**src/rtl/opb_register_master_pkg.sv**
```systemverilog
// Shared FSM state encoding and response status codes for the OPB register master.
// No logic; imported by the master top.
package opb_register_master_pkg;

    typedef enum logic [2:0] {
        IDLE    = 3'd0,
        REQ     = 3'd1,
        XFER    = 3'd2,
        BACKOFF = 3'd3,
        RESP    = 3'd4
    } state_e;

    localparam logic [1:0] RSP_OK      = 2'd0;
    localparam logic [1:0] RSP_ERR     = 2'd1;
    localparam logic [1:0] RSP_TIMEOUT = 2'd2;
    localparam logic [1:0] RSP_RETRY   = 2'd3;

endpackage

```
**src/rtl/opb_register_master_wdog.sv**
```systemverilog
// Purpose: counts cycles a transaction spends waiting on the bus; flags expiry on the last allowed cycle.
// Latency: expired is combinational from the count, asserted in the C_WDOG_CYCLES-th enabled cycle.
// Backpressure: none; the count saturates at expiry until cleared.
module opb_register_master_wdog #(
    parameter int unsigned C_WDOG_CYCLES = 64
) (
    input  logic core_clk,
    input  logic arst_n,
    input  logic enable,
    input  logic clear,
    output logic expired
);

    localparam int unsigned CW = $clog2(C_WDOG_CYCLES + 1);

    logic [CW-1:0] cnt_q, cnt_d;

    assign expired = enable && (cnt_q == CW'(C_WDOG_CYCLES - 1));

    always_comb begin
        cnt_d = cnt_q;
        if (clear) begin
            cnt_d = '0;
        end else if (enable && !expired) begin
            cnt_d = cnt_q + 1'b1;
        end
    end

    always_ff @(posedge core_clk or negedge arst_n) begin
        if (!arst_n) begin
            cnt_q <= '0;
        end else begin
            cnt_q <= cnt_d;
        end
    end

endmodule

```
**src/rtl/opb_register_master.sv**
```systemverilog
// Purpose: single-outstanding OPB master turning cmd_* requests into bus transfers; OPB_REGISTER_MASTER_RETRY_EN enables retry reissue.
// Latency: accept -> REQ next cycle, XFER one cycle after grant, RESP one cycle after slave response.
// Backpressure: cmd_ready only in IDLE; RESP holds rsp_* stable until rsp_ready.
module opb_register_master
    import opb_register_master_pkg::*;
#(
    parameter int unsigned C_OPB_AWIDTH  = 32,
    parameter int unsigned C_OPB_DWIDTH  = 32,
    parameter int unsigned C_MAX_RETRIES = 15,
    parameter int unsigned C_WDOG_CYCLES = 64
) (
    input  logic                      OPB_Clk,
    input  logic                      OPB_Rst_n,
    input  logic                      cmd_valid,
    output logic                      cmd_ready,
    input  logic                      cmd_rnw,
    input  logic [C_OPB_AWIDTH-1:0]   cmd_addr,
    input  logic [C_OPB_DWIDTH-1:0]   cmd_wdata,
    input  logic [C_OPB_DWIDTH/8-1:0] cmd_be,
    output logic                      rsp_valid,
    input  logic                      rsp_ready,
    output logic [C_OPB_DWIDTH-1:0]   rsp_rdata,
    output logic [1:0]                rsp_status,
    output logic                      M_request,
    output logic                      M_select,
    output logic                      M_RNW,
    output logic [0:C_OPB_AWIDTH-1]   M_ABus,
    output logic [0:C_OPB_DWIDTH/8-1] M_BE,
    output logic [0:C_OPB_DWIDTH-1]   M_DBus,
    input  logic                      OPB_MGrant,
    input  logic [0:C_OPB_DWIDTH-1]   OPB_DBus,
    input  logic                      OPB_xferAck,
    input  logic                      OPB_errAck,
    input  logic                      OPB_retry,
    input  logic                      OPB_timeout
);

`ifdef OPB_REGISTER_MASTER_RETRY_EN
    localparam bit RetryEn = 1'b1;
`else
    localparam bit RetryEn = 1'b0;
`endif
    localparam int unsigned RCW = $clog2(C_MAX_RETRIES + 2);

    state_e                      state_q, state_d;
    logic                        rnw_q, rnw_d;
    logic [C_OPB_AWIDTH-1:0]     addr_q, addr_d;
    logic [C_OPB_DWIDTH-1:0]     wdata_q, wdata_d;
    logic [C_OPB_DWIDTH/8-1:0]   be_q, be_d;
    logic [C_OPB_DWIDTH-1:0]     rdata_q, rdata_d;
    logic [1:0]                  status_q, status_d;
    logic [RCW-1:0]              retry_cnt_q, retry_cnt_d;
    logic                        accept;
    logic                        wdog_en;
    logic                        wdog_expired;

    assign accept  = cmd_valid && (state_q == IDLE);
    assign wdog_en = (state_q == REQ) || (state_q == XFER);

    opb_register_master_wdog #(
        .C_WDOG_CYCLES (C_WDOG_CYCLES)
    ) u_wdog (
        .core_clk (OPB_Clk),
        .arst_n   (OPB_Rst_n),
        .enable   (wdog_en),
        .clear    (accept),
        .expired  (wdog_expired)
    );

    always_comb begin
        state_d     = state_q;
        rnw_d       = rnw_q;
        addr_d      = addr_q;
        wdata_d     = wdata_q;
        be_d        = be_q;
        rdata_d     = rdata_q;
        status_d    = status_q;
        retry_cnt_d = retry_cnt_q;
        case (state_q)
            IDLE: begin
                if (cmd_valid) begin
                    state_d     = REQ;
                    rnw_d       = cmd_rnw;
                    addr_d      = cmd_addr;
                    wdata_d     = cmd_wdata;
                    be_d        = cmd_be;
                    rdata_d     = '0;
                    status_d    = RSP_OK;
                    retry_cnt_d = '0;
                end
            end
            REQ: begin
                if (wdog_expired) begin
                    state_d  = RESP;
                    status_d = RSP_TIMEOUT;
                end else if (OPB_MGrant) begin
                    state_d = XFER;
                end
            end
            XFER: begin
                // Bus timeout and local watchdog share top priority.
                if (OPB_timeout || wdog_expired) begin
                    state_d  = RESP;
                    status_d = RSP_TIMEOUT;
                end else if (OPB_retry) begin
                    if (RetryEn && (retry_cnt_q != RCW'(C_MAX_RETRIES))) begin
                        state_d     = BACKOFF;
                        retry_cnt_d = retry_cnt_q + 1'b1;
                    end else begin
                        state_d  = RESP;
                        status_d = RSP_RETRY;
                    end
                end else if (OPB_errAck) begin
                    state_d  = RESP;
                    status_d = RSP_ERR;
                end else if (OPB_xferAck) begin
                    state_d  = RESP;
                    status_d = RSP_OK;
                    rdata_d  = rnw_q ? OPB_DBus : '0;
                end
            end
            BACKOFF: begin
                state_d = REQ;
            end
            RESP: begin
                if (rsp_ready) begin
                    state_d = IDLE;
                end
            end
            default: begin
                state_d = IDLE;
            end
        endcase
    end

    always_ff @(posedge OPB_Clk or negedge OPB_Rst_n) begin
        if (!OPB_Rst_n) begin
            state_q     <= IDLE;
            rnw_q       <= 1'b0;
            addr_q      <= '0;
            wdata_q     <= '0;
            be_q        <= '0;
            rdata_q     <= '0;
            status_q    <= RSP_OK;
            retry_cnt_q <= '0;
        end else begin
            state_q     <= state_d;
            rnw_q       <= rnw_d;
            addr_q      <= addr_d;
            wdata_q     <= wdata_d;
            be_q        <= be_d;
            rdata_q     <= rdata_d;
            status_q    <= status_d;
            retry_cnt_q <= retry_cnt_d;
        end
    end

    // Bus drives decode straight from the state flop so reset removes them without waiting for a clock.
    assign cmd_ready  = (state_q == IDLE);
    assign M_request  = (state_q == REQ);
    assign M_select   = (state_q == XFER);
    assign M_RNW      = M_select && rnw_q;
    assign M_ABus     = M_select ? addr_q : '0;
    assign M_BE       = M_select ? be_q : '0;
    assign M_DBus     = (M_select && !rnw_q) ? wdata_q : '0;
    assign rsp_valid  = (state_q == RESP);
    assign rsp_rdata  = rsp_valid ? rdata_q : '0;
    assign rsp_status = rsp_valid ? status_q : RSP_OK;

endmodule

```
**config.mk**
```make
export PLATFORM = sky130hd
export DESIGN_NAME = opb_register_master
export DESIGN_NICKNAME = d
export VERILOG_FILES = /design/src/rtl/opb_register_master_pkg.sv /design/src/rtl/opb_register_master_wdog.sv /design/src/rtl/opb_register_master.sv
export SDC_FILE = /design/constraint.sdc
export NUM_CORES = 1
export LEC_CHECK = 0
export BUFFER_PORTS_ARGS = -buffer_cell sky130_fd_sc_hd__buf_4
export CORE_AREA = 2 2 110 112
export CTS_BUF_LIST = sky130_fd_sc_hd__clkbuf_4 sky130_fd_sc_hd__clkbuf_8 sky130_fd_sc_hd__clkbuf_16
export CTS_CLUSTER_SIZE = 28
export DETAILED_ROUTE_END_ITERATION = 7
export DIE_AREA = 0 0 112 114
export GPL_ROUTABILITY_DRIVEN = 0
export PLACE_DENSITY_LB_ADDON = 0.15
export SYNTH_ARGS = -nofsm -noshare
export SYNTH_HDL_FRONTEND = slang
export SYNTH_SLANG_ARGS = --single-unit
```
**constraint.sdc**
```tcl
create_clock -name OPB_Clk -period 2.23 [get_ports OPB_Clk]
set_input_delay 0.446 -clock OPB_Clk [delete_from_list [all_inputs] [get_ports OPB_Clk]]
set_output_delay 0.446 -clock OPB_Clk [all_outputs]
set_load 0.01 [all_outputs]
```
---- Word-level counts from Yosys, hierarchy flattened ----
Index checks and enable logic that the tools add are counted.
cells by class
  add/subtract/negate cells ............... 1
  eq/ne operators ......................... 14
  muxes and demuxes ....................... 30
  reduce and logical (&&, ||, !) cells .... 17
operators with widths
  operator                                               number
  2-to-1 mux 32 bit                                      9
  case mux 32 bit (2 select lines)                       1
  2-to-1 mux 3 bit                                       8
  case mux 3 bit (5 select lines)                        1
  2-to-1 mux 2 bit                                       7
  2-to-1 mux 7 bit                                       2
  inequality test 2 bit, second input constant           4
  AND reduction 4 bit                                    2
  adder 7 x 1 -> 7 bit, second input constant            1
  == test 7 x 6 -> 1 bit, second input constant          1
  == test 3 x 2 -> 1 bit, second input constant          2
  inequality test 2 x 1 -> 1 bit, second input constant  3
  case mux 2 bit (3 select lines)                        1
  AND reduction 6 bit                                    1
  logical AND 1 bit                                      5
  inequality test 5 x 1 -> 1 bit, second input constant  1
  2-to-1 mux 4 bit                                       1
  nonzero test 2 bit                                     2
  == test 3 x 1 -> 1 bit, second input constant          1
  == test 3 bit, second input constant                   1
  logical NOT 3 bit                                      1
  inequality test 3 x 1 -> 1 bit, second input constant  1
  nonzero test 3 bit                                     1
  logical NOT 1 bit                                      2
  other kinds (2)                                        3
storage, ports and cells
  flip-flop bits (word level) ............. 113
  output and inout bits ................... 107

---- Logic depth before layout (Yosys ltp) ----
Gate-level depths: netlist (run 1).
  depth after elaboration ................. 7
  depth in mapped cells ................... 7
  depth with buffers taken out ............ 5

---- Hierarchy ----
Synthesis (run 1) repeated with hierarchy kept, for this count alone.
second synthesis, totals
  cells, all modules ...................... 417
  area, all modules ....................... 5211.2 sq um
by module, submodules not included
  module                    instances  cells an instance  area an instance (sq um)  sequential area each (sq um)
  opb_register_master       1          378                4820.9                    2652.5
  opb_register_master_wdog  1          39                 390.4                     175.2

---- Least setup slack after synthesis (run 1) ----
Ideal clock, no wire load.
  path kind ............................... register to output
  from .................................... register state_q[2]
  to ...................................... output port M_DBus[10] in the netlist's numbering
  arrival ................................. 1.490 ns
  required time ........................... 1.784 ns
  slack ................................... 0.294 ns
  stages on the path, launching flop included .. 5
  buffers on the path ..................... 2
  path through ............................ dfrtp_1 clkbuf_1 nor4_1 clkbuf_1 and2_1
on the way
  cells in the longest elaborated chain, start to end .. 3
ends and longest elaborated chain
  item                      RTL line                    text
  start: declaration        opb_register_master.sv:45   state_e state_q, state_d;
  start signal: assignment  opb_register_master.sv:147  state_q <= state_d;
  == test 3 x 2 -> 1 bit    opb_register_master.sv:161  assign M_select = (state_q == XFER);
  logical AND 1 bit         opb_register_master.sv:165  assign M_DBus = (M_select && !rnw_q) ? wdata_q : '0;
  2-to-1 mux 32 bit         opb_register_master.sv:165
  end: declaration          opb_register_master.sv:29   output logic [0:C_OPB_DWIDTH-1] M_DBus,
No other way between the ends.

---- Worst setup path in the final report (run 1) ----
  from .................................... register state_q[1]
  to ...................................... output port rsp_rdata[21]
on the way
  cells in the longest elaborated chain, start to end .. 2
ends and longest elaborated chain
  item               RTL line                    text
  == test 3 bit      opb_register_master.sv:166  assign rsp_valid = (state_q == RESP);
  2-to-1 mux 32 bit  opb_register_master.sv:167  assign rsp_rdata = rsp_valid ? rdata_q : '0;
  end: declaration   opb_register_master.sv:22   output logic [C_OPB_DWIDTH-1:0] rsp_rdata,
No other way between the ends.

==> flow_summary_export.csv, run 1 <==
group,metric,value,unit
timing,max_slew_margin,59.02,%
drt,wirelength,16.26,mm
floorplanning,num_rows,40,
synthesis,synth_area_per_cell,9.295,µm²
synthesis,synth_cell_type_count,39,
placement,dp_hpwl,9.740,mm
drt,viasPerCell,5.146,
floorplanning,num_io_pins,217,
timing,fin_hold_ws,0.1113,ns
cells_and_area,syn2layout_area_growth,46.90,%
drt,first_pass_iters,5,
synthesis,synthSimpleGateAreaFrac,32.67,%
grt,grt_first_pass_wirelength,24.65,mm
timing,hold_violations,0,
power_and_ir_drop,p_int,6.041,mW
synthesis,synthAdderAreaFrac,0.2247,%
synthesis,synthFlopType,"dfrtp_1",
timing,clock_skew,0.01033,ns
cells_and_area,drive_gt1_share,38.89,%
placement,dp.cells,930,
timing,maxSlewViolCount,0,
power_and_ir_drop,p_per_area,1134,nW/µm²
timing,setup_viol,0,
power_and_ir_drop,switching_share,34.86,%
grt,grt_use_total,24.29,%
synthesis,ys_warn_count,0,
clock_network,clk_pin_slew,0.05,ns
setup_path,critPathMaxFanout,18,
synthesis,synth_compound_area_share,3.303,%
clock_network,htreeDepth,4,
setup_path,startpoint_type,"flip-flop",
synthesis,synth_commonest_cells,"nand2_1, dfrtp_1, and2_1, and3_1, mux2_4",
clock_network,cts-buffers-inserted,17,
drt,avgRoutedWirePerCell,16.67,µm
grt,grt_max_degree,114,
cells_and_area,final_nets,927,
floorplanning,design.core.area,11710,µm²
synthesis,synth_area,5568,µm²
cells_and_area,regArea,2831,µm²
setup_path,end_kind,"output pin",
floorplanning,start_util,47.54,%
synthesis,synth_xor_area_share,0.4719,%
setup_path,crit_type,"reg -> out",
drt,via_count,5017,
grt,antenna_found_initial,0,
synthesis,yosysTopAreaCellShare,50.79,%
hold_path,hold_class,"in -> async",
drt,drc_errors,0,
synthesis,syn-num-nets,710,
timing,rsz0062_at_grt,"true",
clock_network,clock_sinks,113,
drt,initialDrtViolationCount,290,
synthesis,seq_area_frac_synth,50.79,%
power_and_ir_drop,p_sw,3.233,mW
timing,max_freq,455.3,MHz
clock_network,cts_tree,"yes",
clock_network,clock_path_buffers,2,
cells_and_area,fill_cells,901,
cells_and_area,diodes,0,
floorplanning,die_area,12770,µm²
run,drv_cap,0,
clock_network,clockRootBuffer,"clkbuf_16",
setup_path,crit_arrival,1.75,ns
synthesis,synth-seq-cells,113,
synthesis,synth_mux_area_share,8.674,%
timing,layout_min_cycle_time,2.196,ns
power_and_ir_drop,ir_drop,812.6,µV
grt,grt_overflow,0,
synthesis,yosys.area.top_type,"dfrtp_1",
synthesis,ys_top_cells_by_area,"dfrtp_1, nand2_1, mux2_4",
floorplanning,die_y,114,µm
power_and_ir_drop,p_seq_share,34.8,%
drt,antenna_left,0,
timing,tightest_slew,0.6146,ns
setup_path,required,1.78,ns
cells_and_area,multi_input_area,2564,µm²
synthesis,postSynthCellCount,599,
synthesis,yosysMostFrequentCell,"nand2_1",
timing,period_share,98.49,%
synthesis,synth-edff-count,0,
power_and_ir_drop,power.leakage,4.596,nW
cells_and_area,final_cells,975,
placement,portBuffers,216,
floorplanning,die_w,112,µm
power_and_ir_drop,pwr-share-clk,28.4,%
timing,tns,0,ns
status,status,"finished clean",
synthesis,postSynth.asyncResetShare,100.0,%
synthesis,synth_top_family_by_area,"simple AND/OR/NAND/NOR gates",
grt,first_global_vias,4970,
power_and_ir_drop,p_comb_share,36.8,%
clock_network,clk_latency,0.41,ns
## path summary, 6_finish.rpt
kind | startpoint | to | slack, ns | cells after the start
hold reg to reg | addr_q[5]$_DFFE_PN0P_ | addr_q[5]$_DFFE_PN0P_ | 0.46 | 2
hold / removal | OPB_Rst_n | addr_q[28]$_DFFE_PN0P_ | 0.11 | 2
setup / recovery | state_q[1]$_DFFE_PN0P_ | rsp_rdata[21] | 0.03 | 5
max in group asynchronous | OPB_Rst_n | addr_q[8]$_DFFE_PN0P_ | 1.66 | 2
min in group OPB_Clk | cmd_addr[16] | addr_q[16]$_DFFE_PN0P_ | 0.22 | 3
setup reg to reg | state_q[0]$_DFFE_PN0P_ | rdata_q[9]$_DFFE_PN0P_ | 0.21 | 6
## power by group through the flow
stage	logic, mW	clock network (mW)	registers, mW
5_1_grt	3.76	2.78	3.32
2_1_floorplan	2.04	0	3.08
3_5_place_dp	2.99	0	3.24
3_3_place_gp	2.90	0	3.22
4_1_cts	3.16	2.67	3.22
6_report	3.41	2.64	3.23
## critical path, cell delays in order, from the launching register on
cell and delay, ns:
dfrtp_2 0.40, buf_4 0.18, nor2_4 0.17, buf_6 0.20, and3_1 0.24, buf_4 0.14
## cells by family after synthesis
kind of cell | after synthesis
and+or+nand+nor | 377
muxes | 33
adders and majority gates | 1
xor gates and xnor gates | 3
buffers and inverters | 47
DFF | 113
AOI/OAI and AO/OA | 25
## layout make-up
| type | count | area share (%) |
|---|---|---|
| Clock buffer | 26 | 6.486 |
| Clock inverter | 5 | 0.6119 |
| Inverter | 4 | 0.1836 |
| Multi-Input combinational cell | 439 | 31.34 |
| Sequential cell | 113 | 34.62 |
| Tap cell | 147 | 2.249 |
| Timing Repair Buffer | 241 | 24.51 |
## per-stage QoR
| stage | setup WS, ns | total power [mW] | util (%) | instance area [µm²] |
|---|---|---|---|---|
| 6_report | 0.03358 | 9.274 | 69.84 | 8179 |
| 5_1_grt | -0.01528 | 9.859 | 69.84 | 8179 |
| 4_1_cts | 0.0009593 | 9.046 | 68.35 | 8005 |
| 3_5_place_dp | 0.1516 | 6.225 | 62.57 | 7328 |
| 3_3_place_gp | 0.1774 | 6.121 | 62.57 | 7328 |
| 2_1_floorplan | 0.2940 | 5.117 | - | 5568 |
## sequential cells by signal (all words and copies together), names as in the netlist
register / count
state_q: 3
be_q: 4
u_wdog.cnt_q: 7
rdata_q: 32
addr_q: 32
status_q: 2
rnw_q: 1
wdata_q: 32
## cells in the final DEF (no fill, tap or decap), types with 2 or more instances in the layout
master / Yosys / layout
nor3_1: 2 / 2
a21oi_1: 6 / 6
dfrtp_1: 113 / 110
and2_1: 71 / 65
o211ai_1: 3 / 3
buf_4: 1 / 224
clkbuf_8: 0 / 6
nand3_1: 2 / 2
and3_1: 67 / 67
mux2_4: 30 / 30
and2_4: 0 / 5
a211oi_1: 4 / 4
clkbuf_4: 0 / 3
mux2_2: 2 / 2
buf_16: 0 / 2
nand2_2: 1 / 2
xnor2_1: 3 / 3
buf_12: 0 / 5
nand2_1: 214 / 213
buf_6: 3 / 6
nor4_1: 4 / 3
inv_1: 4 / 3
clkinv_2: 0 / 4
nor2_1: 8 / 7
o21ai_0: 4 / 4
dfrtp_2: 0 / 3
clkbuf_16: 0 / 21
## timing repair
item	CTS	global route
hold buffers	0	0
gates cloned	1	6
endpoints found under the hold margin	0	0
pin swaps	2	2
resized for setup	7	14
buffers inserted	5	2
endpoints found under the setup margin	85	81
## per-layer routing
layer | track usage [%] | up-vias | wire [µm] | part of all wire (%)
met5 | 0 | - | 0 | 0
met4 | 9.106 | 0 | 301 | 1.9
met3 | 8.395 | 23 | 1268 | 7.8
met2 | 38.42 | 200 | 7980 | 49
met1 | 31.17 | 2416 | 6708 | 41
li1 | - | 2378 | - | -
Note: power is estimated with default switching activity, not from simulation.
==> inputs of run 2 (changes only) <==
Settings changed: CORE_AREA 2 2 110 112 to 2 2 108 110, DIE_AREA 0 0 112 114 to 0 0 110 112, SYNTH_HIERARCHICAL set to 1.
==> run 2 against run 1 <==
Against the previous run:
- sequential share of layout area is 1.4 points higher
- register-to-register slack worse by 0.17 ns
- combinational power is 10% lower
- synthesized cell count is 30% lower
- area after synthesis is 6.4% lower
- final area is 4.0% lower
- via count is 17% lower
- first-iteration DRC count is 12% lower
- die area is 3.5% lower
- clock skew is 0.0018 ns higher
- count of clock-buffer cells in the layout is 3 lower
- fmax is 0.21% higher
- critical path type is now reg -> reg
==> flow_summary_export.csv, run 2 <==
group,metric,value,unit
status,status,"finished clean",
cells_and_area,final_common_cell,"buf_4",
setup_path,cp_num_buf_inv,0,
drt,viasPerCell,5.197,
grt,grt_first_pass_wirelength,21.11,mm
setup_path,end_kind,"flip-flop",
timing,period_share,98.29,%
floorplanning,design.core.area,11170,µm²
clock_network,clock_sinks,113,
floorplanning,die_y,112,µm
grt,grt_max_degree,37,
synthesis,postSynth.asyncResetShare,100.0,%
timing,max_freq,456.2,MHz
drt,first_pass_iters,4,
timing,clock_skew,0.01212,ns
grt,first_global_vias,4325,
setup_path,critPathMaxFanout,3,
drt,via_count,4173,
synthesis,synth_area_per_cell,12.50,µm²
cells_and_area,drive_gt1_share,59.55,%
floorplanning,num_rows,39,
grt,grt_use_total,22.26,%
cells_and_area,reg_top3,"addr_q (32), rdata_q (32), wdata_q (32)",
grt,antenna_found_initial,0,
drt,avgRoutedWirePerCell,16.71,µm
cells_and_area,final_nets,758,
cells_and_area,syn2layout_area_growth,50.61,%
cells_and_area,multi_input_area,2208,µm²
drt,wirelength,13.42,mm
floorplanning,start_util,46.64,%
clock_network,clk_pin_slew,0.05,ns
timing,hold_violations,0,
clock_network,clk_latency,0.40,ns
power_and_ir_drop,ir_drop,710.1,µV
setup_path,crit_chain,"ha_2 -> and3_4 -> nand4_1 -> nor2_2 -> or4_4 -> or3_4 -> o21ai_4 -> mux2_4",
synthesis,synth-edff-count,0,
cells_and_area,final_util,70.24,%
power_and_ir_drop,p_per_area,1174,nW/µm²
cells_and_area,mostFrequentLayoutCells,"buf_4, dfrtp_1, mux2_2",
floorplanning,die_w,110,µm
setup_path,path_delay_family,"simple AND/OR/NAND/NOR gates",
synthesis,synth_commonest_cells,"dfrtp_1, and2_1, mux2_2, and3_1, a22o_2",
power_and_ir_drop,finalPower,9.211,mW
synthesis,synthFlopType,"dfrtp_1",
synthesis,postSynthCellCount,417,
timing,maxSlewViolCount,0,
setup_path,slowest_delay,0.42,ns
clock_network,clockRootBuffer,"clkbuf_16",
power_and_ir_drop,power.leakage,4.001,nW
placement,placed_cell_area,7068,µm²
timing,layout_min_cycle_time,2.192,ns
drt,antenna_left,0,
setup_path,crit_arrival,2.47,ns
cells_and_area,fill_cells,838,
setup_path,worst_path_max_delay_cell,"or4_4",
synthesis,ys_top_cells_by_area,"dfrtp_1, mux2_2, and2_1",
hold_path,hold_class,"in -> async",
setup_path,required,2.51,ns
synthesis,synth_cell_type_count,42,
synthesis,synth-seq-cells,113,
synthesis,syn-num-nets,528,
drt,initialDrtViolationCount,254,
timing,max_slew_margin,66.07,%
clock_network,htreeDepth,4,
placement,dp.cells,766,
cells_and_area,final_cells,803,
synthesis,seq_area_frac_synth,54.26,%
timing,tightest_slew,0.5090,ns
synthesis,ys_warn_count,6,
setup_path,crit_type,"reg -> reg",
cells_and_area,regArea,2828,µm²
timing,fin_hold_ws,0.02057,ns
clock_network,cts_tree,"yes",
placement,dp_hpwl,9.313,mm
drt,drc_errors,0,
run,drv_cap,0,
clock_network,cts-buffers-inserted,17,
floorplanning,num_io_pins,217,
synthesis,yosys.area.top_type,"dfrtp_1",
timing,rsz0062_at_grt,"true",
cells_and_area,final_cell_area,7849,µm²
synthesis,yosysMostFrequentCell,"dfrtp_1",
clock_network,clock_path_buffers,2,
clock_network,holdBufCountCts,0,
synthesis,yosysTopAreaCellShare,54.26,%
grt,grt_overflow,0,
setup_path,startpoint_type,"flip-flop",
timing,setup_viol,0,
synthesis,synth_area,5211,µm²
placement,portBuffers,216,
cells_and_area,diodes,0,
floorplanning,die_area,12320,µm²
==> run 2: worst paths after layout <==
kind | from | end | slack (ns) | depth (start not counted)
setup / recovery | u_wdog/cnt_q[0]$_DFFE_PN0P_ | status_q[1]$_DFFE_PN0P_ | 0.04 | 8
setup reg to reg | u_wdog/cnt_q[0]$_DFFE_PN0P_ | status_q[1]$_DFFE_PN0P_ | 0.04 | 8
min in group OPB_Clk | OPB_DBus[15] | rdata_q[16]$_DFFE_PN0P_ | 0.26 | 2
hold reg to reg | wdata_q[10]$_DFFE_PN0P_ | wdata_q[10]$_DFFE_PN0P_ | 0.49 | 1
hold / removal | OPB_Rst_n | wdata_q[4]$_DFFE_PN0P_ | 0.02 | 1
max in group asynchronous | OPB_Rst_n | wdata_q[18]$_DFFE_PN0P_ | 1.58 | 2
==> run 2: cell families after synthesis <==
kind of cell	share of synthesized area [%]
adders and majority gates	0.2401
buffers and inverters	4.514
AOI/OAI and AO/OA	8.187
muxes	15.75
and+or+nand+nor	17.05
DFF	54.26
==> run 2: cell type report <==
| type | instances | area share [%] |
|---|---|---|
| Timing Repair Buffer | 242 | 24.69 |
| Clock buffer | 23 | 6.233 |
| Inverter | 6 | 0.3826 |
| Tap cell | 143 | 2.280 |
| Clock inverter | 9 | 2.248 |
| Sequential cell | 113 | 36.03 |
| Multi-Input combinational cell | 267 | 28.14 |
==> run 2: metal layers <==
metal | global-route usage [%] | routed length [µm] | vias to the layer above
met5 | 0 | 0 | -
met4 | 5.907 | 140 | 0
met3 | 8.607 | 1119 | 14
met2 | 37.55 | 6931 | 162
met1 | 26.34 | 5228 | 2064
li1 | - | - | 1933
==> run 2: report_power, final <==
group          internal (mW)  switching (mW)  total (mW)
clock network           2.11           0.901        3.01
logic                   1.69            1.37        3.06
registers               2.79           0.358        3.15
total                   6.59            2.62        9.21
==> run 2: timing repair <==
action	4_1_cts	5_1_grt
gates cloned	1	2
buffers inserted	1	1
endpoints found under the setup margin	70	59
resized for setup	9	11
==> run 2: through the flow <==
step / setup WS, ns / setup TNS [ns]
after floorplan: 0.007402 / 0
after CTS: 0.003197 / 0
after detailed placement: -0.02121 / -0.02121
after global placement: 0.05028 / 0
after global routing: -0.03306 / -0.06798
final: 0.03821 / 0
==> run 2: worst register-to-register path: stages, from the launching register on <==
cell	delay (ns)
dfrtp_1	0.38
ha_2	0.19
and3_4	0.17
nand4_1	0.11
nor2_2	0.05
or4_4	0.42
or3_4	0.37
o21ai_4	0.08
mux2_4	0.31
